--- src/rtl/mem_port_arbiter.sv ---
// ============================================================================
//  Module   : mem_port_arbiter
//  Purpose  : Round-robin arbiter sharing one start/done memory port between
//             the instruction-fetch and load/store requesters of the core.
//             Steers address/data/size/operation to memory and returns read
//             data with a one-cycle done pulse. A watchdog ends transactions
//             that memory never completes.
//  Revision : 1.0 - initial release
// ============================================================================
`default_nettype none

module mem_port_arbiter #(
    parameter int ADDR_WIDTH = 64,
    parameter int DATA_WIDTH = 64,
    parameter int TIMEOUT    = 255   // BUSY cycles before abort; 0 disables
) (
    input  logic                  clk,
    input  logic                  reset,

    // Instruction-fetch requester
    input  logic                  i_start,
    input  logic [ADDR_WIDTH-1:0] i_addr,
    output logic                  i_done,

    // Load/store requester
    input  logic                  d_start,
    input  logic [ADDR_WIDTH-1:0] d_addr,
    input  logic [DATA_WIDTH-1:0] d_wdata,
    input  logic [1:0]            d_size,
    input  logic                  d_write,
    output logic                  d_done,

    // Shared read-data return
    output logic [DATA_WIDTH-1:0] rdata,

    // Memory port
    output logic                  mem_start,
    output logic [ADDR_WIDTH-1:0] mem_addr,
    output logic [DATA_WIDTH-1:0] mem_wdata,
    output logic [1:0]            mem_size,
    output logic                  mem_write,
    input  logic                  mem_done,
    input  logic [DATA_WIDTH-1:0] mem_rdata,

    // Status
    output logic                  busy,
    output logic                  bus_error
);

    // Fetches are always 32-bit instruction words.
    localparam logic [1:0] c_FETCH_SIZE = 2'b10;

    // The watchdog counter is 8 bits wide; the abort fires on the last
    // permitted BUSY cycle so that memory sees exactly TIMEOUT start cycles.
    localparam bit         c_WDOG_EN    = (TIMEOUT != 0);
    localparam logic [7:0] c_CNT_LAST   = (TIMEOUT > 0) ? 8'(TIMEOUT - 1) : 8'd0;

    typedef enum logic [1:0] {
        S_IDLE = 2'd0,
        S_BUSY = 2'd1,
        S_RESP = 2'd2
    } state_e;

    state_e                  state_q,      state_d;
    logic                    owner_q,      owner_d;       // 0 = fetch, 1 = data
    logic                    last_grant_q, last_grant_d;
    logic [7:0]              cnt_q,        cnt_d;
    logic [DATA_WIDTH-1:0]   rdata_q,      rdata_d;
    logic                    aborted_q,    aborted_d;
    logic                    bus_error_q,  bus_error_d;

    logic                    w_owner_start;
    logic                    w_in_busy;
    logic                    w_in_resp;

    // Start level of whichever requester currently owns the port.
    assign w_owner_start = owner_q ? d_start : i_start;
    assign w_in_busy     = (state_q == S_BUSY);
    assign w_in_resp     = (state_q == S_RESP);

    // State and datapath registers; reset returns to IDLE with fetch winning
    // the first tie.
    always_ff @(posedge clk or posedge reset) begin
        if (reset) begin
            state_q      <= S_IDLE;
            owner_q      <= 1'b0;
            last_grant_q <= 1'b1;
            cnt_q        <= 8'd0;
            rdata_q      <= '0;
            aborted_q    <= 1'b0;
            bus_error_q  <= 1'b0;
        end else begin
            state_q      <= state_d;
            owner_q      <= owner_d;
            last_grant_q <= last_grant_d;
            cnt_q        <= cnt_d;
            rdata_q      <= rdata_d;
            aborted_q    <= aborted_d;
            bus_error_q  <= bus_error_d;
        end
    end

    // Next-state logic: grant, watchdog count, read-data capture, abort flag.
    always_comb begin
        state_d      = state_q;
        owner_d      = owner_q;
        last_grant_d = last_grant_q;
        cnt_d        = cnt_q;
        rdata_d      = rdata_q;
        aborted_d    = aborted_q;
        bus_error_d  = bus_error_q;

        case (state_q)
            S_IDLE: begin
                // mem_done carries no meaning here and is ignored.
                if (i_start || d_start) begin
                    if (i_start && d_start) begin
                        owner_d      = ~last_grant_q;
                        last_grant_d = ~last_grant_q;
                    end else begin
                        owner_d      = d_start;
                        last_grant_d = d_start;
                    end
                    cnt_d     = 8'd0;
                    aborted_d = 1'b0;
                    state_d   = S_BUSY;
                end
            end

            S_BUSY: begin
                cnt_d = cnt_q + 8'd1;
                // A requester that gives up mid-cycle still lets memory
                // finish, but is not sent a done pulse.
                if (!w_owner_start) begin
                    aborted_d = 1'b1;
                end
                if (mem_done) begin
                    // Completion beats a simultaneous watchdog expiry.
                    rdata_d = (owner_q && d_write) ? '0 : mem_rdata;
                    state_d = S_RESP;
                end else if (c_WDOG_EN && (cnt_q == c_CNT_LAST)) begin
                    rdata_d     = '0;
                    bus_error_d = 1'b1;
                    state_d     = S_RESP;
                end
            end

            S_RESP: begin
                aborted_d = 1'b0;
                state_d   = S_IDLE;
            end

            default: begin
                state_d = S_IDLE;
            end
        endcase
    end

    // Memory port steering: driven only while a transaction is in flight,
    // otherwise every memory output is held at zero.
    always_comb begin
        mem_start = 1'b0;
        mem_addr  = '0;
        mem_wdata = '0;
        mem_size  = 2'b00;
        mem_write = 1'b0;
        if (w_in_busy) begin
            mem_start = 1'b1;
            if (owner_q) begin
                mem_addr  = d_addr;
                mem_wdata = d_wdata;
                mem_size  = d_size;
                mem_write = d_write;
            end else begin
                mem_addr  = i_addr;
                mem_size  = c_FETCH_SIZE;
            end
        end
    end

    // Completion pulses and status; the done pulse goes only to the owner
    // and is suppressed when the owner dropped its request.
    assign i_done    = w_in_resp && !owner_q && !aborted_q;
    assign d_done    = w_in_resp &&  owner_q && !aborted_q;
    assign rdata     = rdata_q;
    assign busy      = (state_q != S_IDLE);
    assign bus_error = bus_error_q;

endmodule

`default_nettype wire

--- config.mk ---
export PLATFORM = sky130hd
export DESIGN_NAME = mem_port_arbiter
export DESIGN_NICKNAME = d
export VERILOG_FILES = /design/src/rtl/mem_port_arbiter.sv
export SDC_FILE = /design/constraint.sdc
export NUM_CORES = 1
export LEC_CHECK = 0
export ABC_CLOCK_PERIOD_IN_PS = 4000
export BUFFER_PORTS_ARGS = -buffer_cell sky130_fd_sc_hd__buf_2
export CORE_AREA = 2 2 182 184
export DETAILED_ROUTE_END_ITERATION = 10
export DIE_AREA = 0 0 184 186
export GPL_TIMING_DRIVEN = 0
export MAX_ROUTING_LAYER = met4
export PLACE_DENSITY = 0.5
export SYNTH_ARGS = -nofsm -noshare
export SYNTH_HDL_FRONTEND = slang
export SYNTH_SLANG_ARGS = --single-unit
--- constraint.sdc ---
create_clock -name clk -period 4 [get_ports clk]
set_input_delay 0.8 -clock clk [delete_from_list [all_inputs] [get_ports clk]]
set_output_delay 0.8 -clock clk [all_outputs]
set_load 0.1 [all_outputs]
# Yosys cells after proc, flatten, opt, wreduce, memory -nomap -nowiden
# Cells that the tools add are included.
[classes]
n_addsub = 1
n_mux = 23
n_reduce_logical = 20
n_bitwise = 2
n_eq_ne = 6
[ops]
columns = ["op", "count"]
rows = [
  ["64-bit two-way mux", 7],
  ["8-bit one-hot mux with 2 select lines", 1],
  ["2-bit two-way mux", 5],
  ["8-bit by 1-bit adder with 8-bit output (second input constant)", 1],
  ["8-bit equality test (second input constant)", 1],
  ["8-bit two-way mux", 1],
  ["2-bit AND reduction", 4],
  ["1-bit two-way mux", 7],
  ["1-bit logical AND", 6],
  ["3-bit AND reduction", 2],
  ["2-bit nonzero test", 3],
  ["2-bit != test (second input constant)", 2],
  ["2-bit one-hot mux with 2 select lines", 1],
  ["3-bit by 2-bit != test with 1-bit output (second input constant)", 1],
  ["1-bit one-hot mux with 3 select lines", 1],
  ["3-bit nonzero test", 1],
  ["2-bit by 1-bit equality test with 1-bit output (second input constant)", 1],
  ["2-bit equality test (second input constant)", 1],
  ["1-bit logical NOT", 2],
  ["2-bit logical NOT", 1],
  ["1-bit NOT", 2],
  ["1-bit logical OR", 1],
]
[totals]
reg_bits = 78
wordCells = 59
out_inout_bits = 200

# Longest topological paths before layout
[depth]
word_depth = 4
depth_mapped = 7
mapped_depth_nobuf = 5

# Worst setup path before layout
# Ideal clock, no wire load.
[synth_timing]
path_kind = "register -> output"
start = "register owner_q"
end = "output port i_done"
n_path_buf = 2
stages_incl_launch_ff = 4
t_required_ns = 3.200
slack_ns = -0.607
arrival_ns = 3.807
cell_sequence = "dfrtp_1 -> buf_2 -> clkbuf_1 -> nor4b_1"
[synth_via]
elab_chain_len = 3
[synth_lines]
columns = ["element", "line_no", "source"]
rows = [
  ["start: declaration", "65", "logic owner_q, owner_d;"],
  ["start signal: assignment", "94", "owner_q <= owner_d;"],
  ["1-bit logical NOT", "183", "assign i_done = w_in_resp && !owner_q && !aborted_q;"],
  ["1-bit logical AND (2 in a row)", "183", ""],
  ["end: declaration", "23", "output logic i_done,"],
]
# No other way between the ends.

# Worst setup path after layout
[layout_timing]
start = "register state_q[1]"
end = "output port mem_addr[6]"
[layout_via]
elab_chain_len = 2
[layout_lines]
columns = ["element", "line_no", "source"]
rows = [
  ["start: declaration", "64", "state_e state_q, state_d;"],
  ["start signal: assignment", "93", "state_q <= state_d;"],
  ["2-bit by 1-bit equality test with 1-bit output", "78", "assign w_in_busy = (state_q == S_BUSY);"],
  ["64-bit two-way mux", "167", "if (w_in_busy) begin"],
  ["end: declaration", "38", "output logic [ADDR_WIDTH-1:0] mem_addr,"],
]
# No other way between the ends.

==> flow_summary_export.csv <==
group,metric,value,unit
yosys,synthCells,588,
setup_path,worst-path-max-fanout,10,
finish,layout-drive-gt1-share,49.4,%
timing,finalCritPeriodShare,80.0,%
floorplanning,io-pin-count,464,
yosys,ys_ff_latch,78,
routing,first_iter_violations,345,
yosys,yosys_warnings,0,
yosys,synth_seq_area_share,37.4,%
setup_path,r2r-start,"owner_q$_DFFE_PP0P_",
hold_path,min_path_cells,1,
floorplanning,coreArea,0.0322,mm²
yosys,synth_fp_nets,854,
setup_path,slowest_stage,"buf_2",
cts,cts.sinks,78,
flow_run,maxCapViolations,0,
timing,max_clock_freq,312,MHz
timing,setup_violations,0,
hold_path,min_to,"bus_error$_DFFE_PP0P_",
routing,ant_nets,0,
cts,cts_buffer_depth,2,
yosys,synthFlopType,"dfrtp_1",
routing,drt-pass1-iter-count,4,
yosys,async_flop_share,100,%
setup_path,crit_chain,"nand2b_1, buf_2, buf_2, buf_2, nor2_1, buf_2",
grt,grt_pass1_wl,36300,µm
place,place.gp.congestion,0.917,
place,pre_cts_ws,1.19,ns
setup_path,critPathLaunchType,"flop",
floorplanning,fp.dieArea,0.0342,mm²
timing,rsz0062_at_grt,"false",
place,port-buffer-count,463,
yosys,synth_edf_count,0,
finish,utilization,26.0,%
floorplanning,rows,66,
hold_path,hp-start,"bus_error$_DFFE_PP0P_",
timing,slew_headroom,60.0,%
finish,fin_nets,1329,
setup_path,worst_r2r_endpoint,"rdata[55]$_DFFE_PP0P_",
timing,fin_crit,3.20,ns
cts,clkTransAtPathRegs,0.07,ns
cts,cts_resized,0,
grt,grt.total_usage,14.3,%
yosys,yosys.area.top_type,"dfrtp_1",
grt,grt_max_degree,44,
routing,route.detailed.drc,0,
setup_path,slowest_delay,0.49,ns
routing,vias,6551,
cts,clk_latency,0.35,ns
hold_path,hold_path_class,"flop to flop",
grt,antenna_found_initial,4,
setup_path,rr_worst_depth,5,
yosys,yosys.cell_types.count,39,
setup_path,crit_type,"flop to output pin",
setup_path,cp_common_cell,"buf_2",
cts,htreeDepth,3,
timing,worst_pin_slew,0.600,ns
yosys,yosys-top-cells-area,"dfrtp_1, mux2i_1, a32oi_1",
cts,cts_setup_buffers,0,
cts,clockRootBuffer,"clkbuf_16",
cts,cts_tree,"built",
yosys,netlist_area,0.00522,mm²
yosys,yosysTopAreaCellShare,36.9,%
place,place_hpwl,20900,µm
setup_path,cp_top_family,"buffers and inverters",
floorplanning,die_h,186,µm
timing,fin_skew,0.0129,ns
routing,wl_per_cell,17.7,µm
setup_path,worstPathArrival,2.40,ns
yosys,synth_area_per_cell,8.88,µm²
grt,grt-ovfl-total,0,
floorplanning,start_util,16.2,%
floorplanning,die_x,184,µm
timing,slew_violations,0,
finish,syn2layout_area_growth,60.5,%
status,status,"finished clean",
routing,drt-total-wl,26100,µm
setup_path,worst_ep_required_time,3.20,ns
cts,cts-buffers-inserted,9,
timing,worst_slack,0.799,ns
setup_path,path_buf_inv,4,
grt,grt_pass1_vias,6189,
cts,cts-hold-fix-buffers,0,
routing,avgViaCountPerCell,4.43,
timing,hold_violations,0,
setup_path,r2r_setup_slack,2.15,ns
setup_path,endpoint_kind,"output pin",
final cells by class:
class                      instances  area (µm²)
sequential                        78        1950
tap                              408         510
clock buffer                       9         225
timing repair buffer             464        2340
clock inverter                     7        56.3
inverter                           6        25.0
buffer                            65         323
antenna                            3        7.51
multi-input combinational        439        2940
fill                            3569       23800
sequential cells by signal (all words and copies together), names as in the netlist:
name          count
aborted_q         1
bus_error         1
cnt_q             8
last_grant_q      1
owner_q           1
rdata            64
state_q           2
cells by family (layout without fill, tap and decap cells):
kind of cell	after synthesis	after routing	synth area share (%)
simple gates	221	221	23.2
compound gates	147	147	19.1
flops	78	78	37.4
buf+inv	71	551	6.61
mux	68	68	13.1
fa+ha+maj	2	2	0.479
xor+xnor	1	1	0.168
other cells	0	3	0
metrics by stage:
stage | TNS [ns] | hold WS, ns | cells | cell area, µm²
after global placement | -6.66 | 0.442 | 1459 | 8060
after detailed placement | 0 | 0.452 | 1460 | 8090
after CTS | 0 | 0.474 | 1476 | 8370
final | 0 | 0.464 | 1479 | 8380
after global routing | 0 | 0.504 | 1479 | 8380
after floorplan | 0 | 0.442 | 588 | 5240
synthesized netlist by cell type, types with 3 or more instances:
| cell type | count |
|---|---|
| clkbuf_1 | 26 |
| a32oi_1 | 64 |
| and3_1 | 66 |
| nor2_1 | 68 |
| mux2i_1 | 67 |
| o22ai_1 | 3 |
| clkbuf_2 | 3 |
| buf_6 | 4 |
| nand2_1 | 9 |
| buf_2 | 30 |
| dfrtp_1 | 77 |
| nand2b_1 | 65 |
| inv_1 | 4 |
| o21ai_0 | 71 |
layout by cell type, fill, tap and decap left out, types with 4 or more instances in the layout:
cell,n
a32oi_1,64
nand2_1,9
buf_6,4
clkbuf_16,9
nand2b_1,65
clkbuf_1,26
buf_2,493
dfrtp_1,77
mux2i_1,67
nor2_1,68
clkinvlp_4,4
o21ai_0,71
and3_1,66
metal layers:
metal  part of all wire (%)  GRT usage (%)  vias up
li1                       -              -     3111
met1                     43           18.0     3118
met2                     48           22.5      285
met3                    6.5           3.31       37
met4                    2.8           5.15        0
met5                      0              -        -
how the worst max path moves through the flow:
stage                      startpoint                     to  slack, ns  cells after the start
3_5_place_dp   state_q[1]$_DFFE_PP0P_            mem_addr[6]       1.19                      6
5_1_grt        state_q[1]$_DFFE_PP0P_            mem_addr[6]       0.68                      6
3_3_place_gp                    reset  rdata[44]$_DFFE_PP0P_      -0.09                      2
2_1_floorplan     owner_q$_DFFE_PP0P_                 d_done       0.75                      3
6_report       state_q[1]$_DFFE_PP0P_            mem_addr[6]       0.80                      6
4_1_cts        state_q[1]$_DFFE_PP0P_            mem_addr[6]       0.80                      6
Power is not shown: default switching activity piles up to over one toggle a cycle in this logic, so the estimate is an artifact.
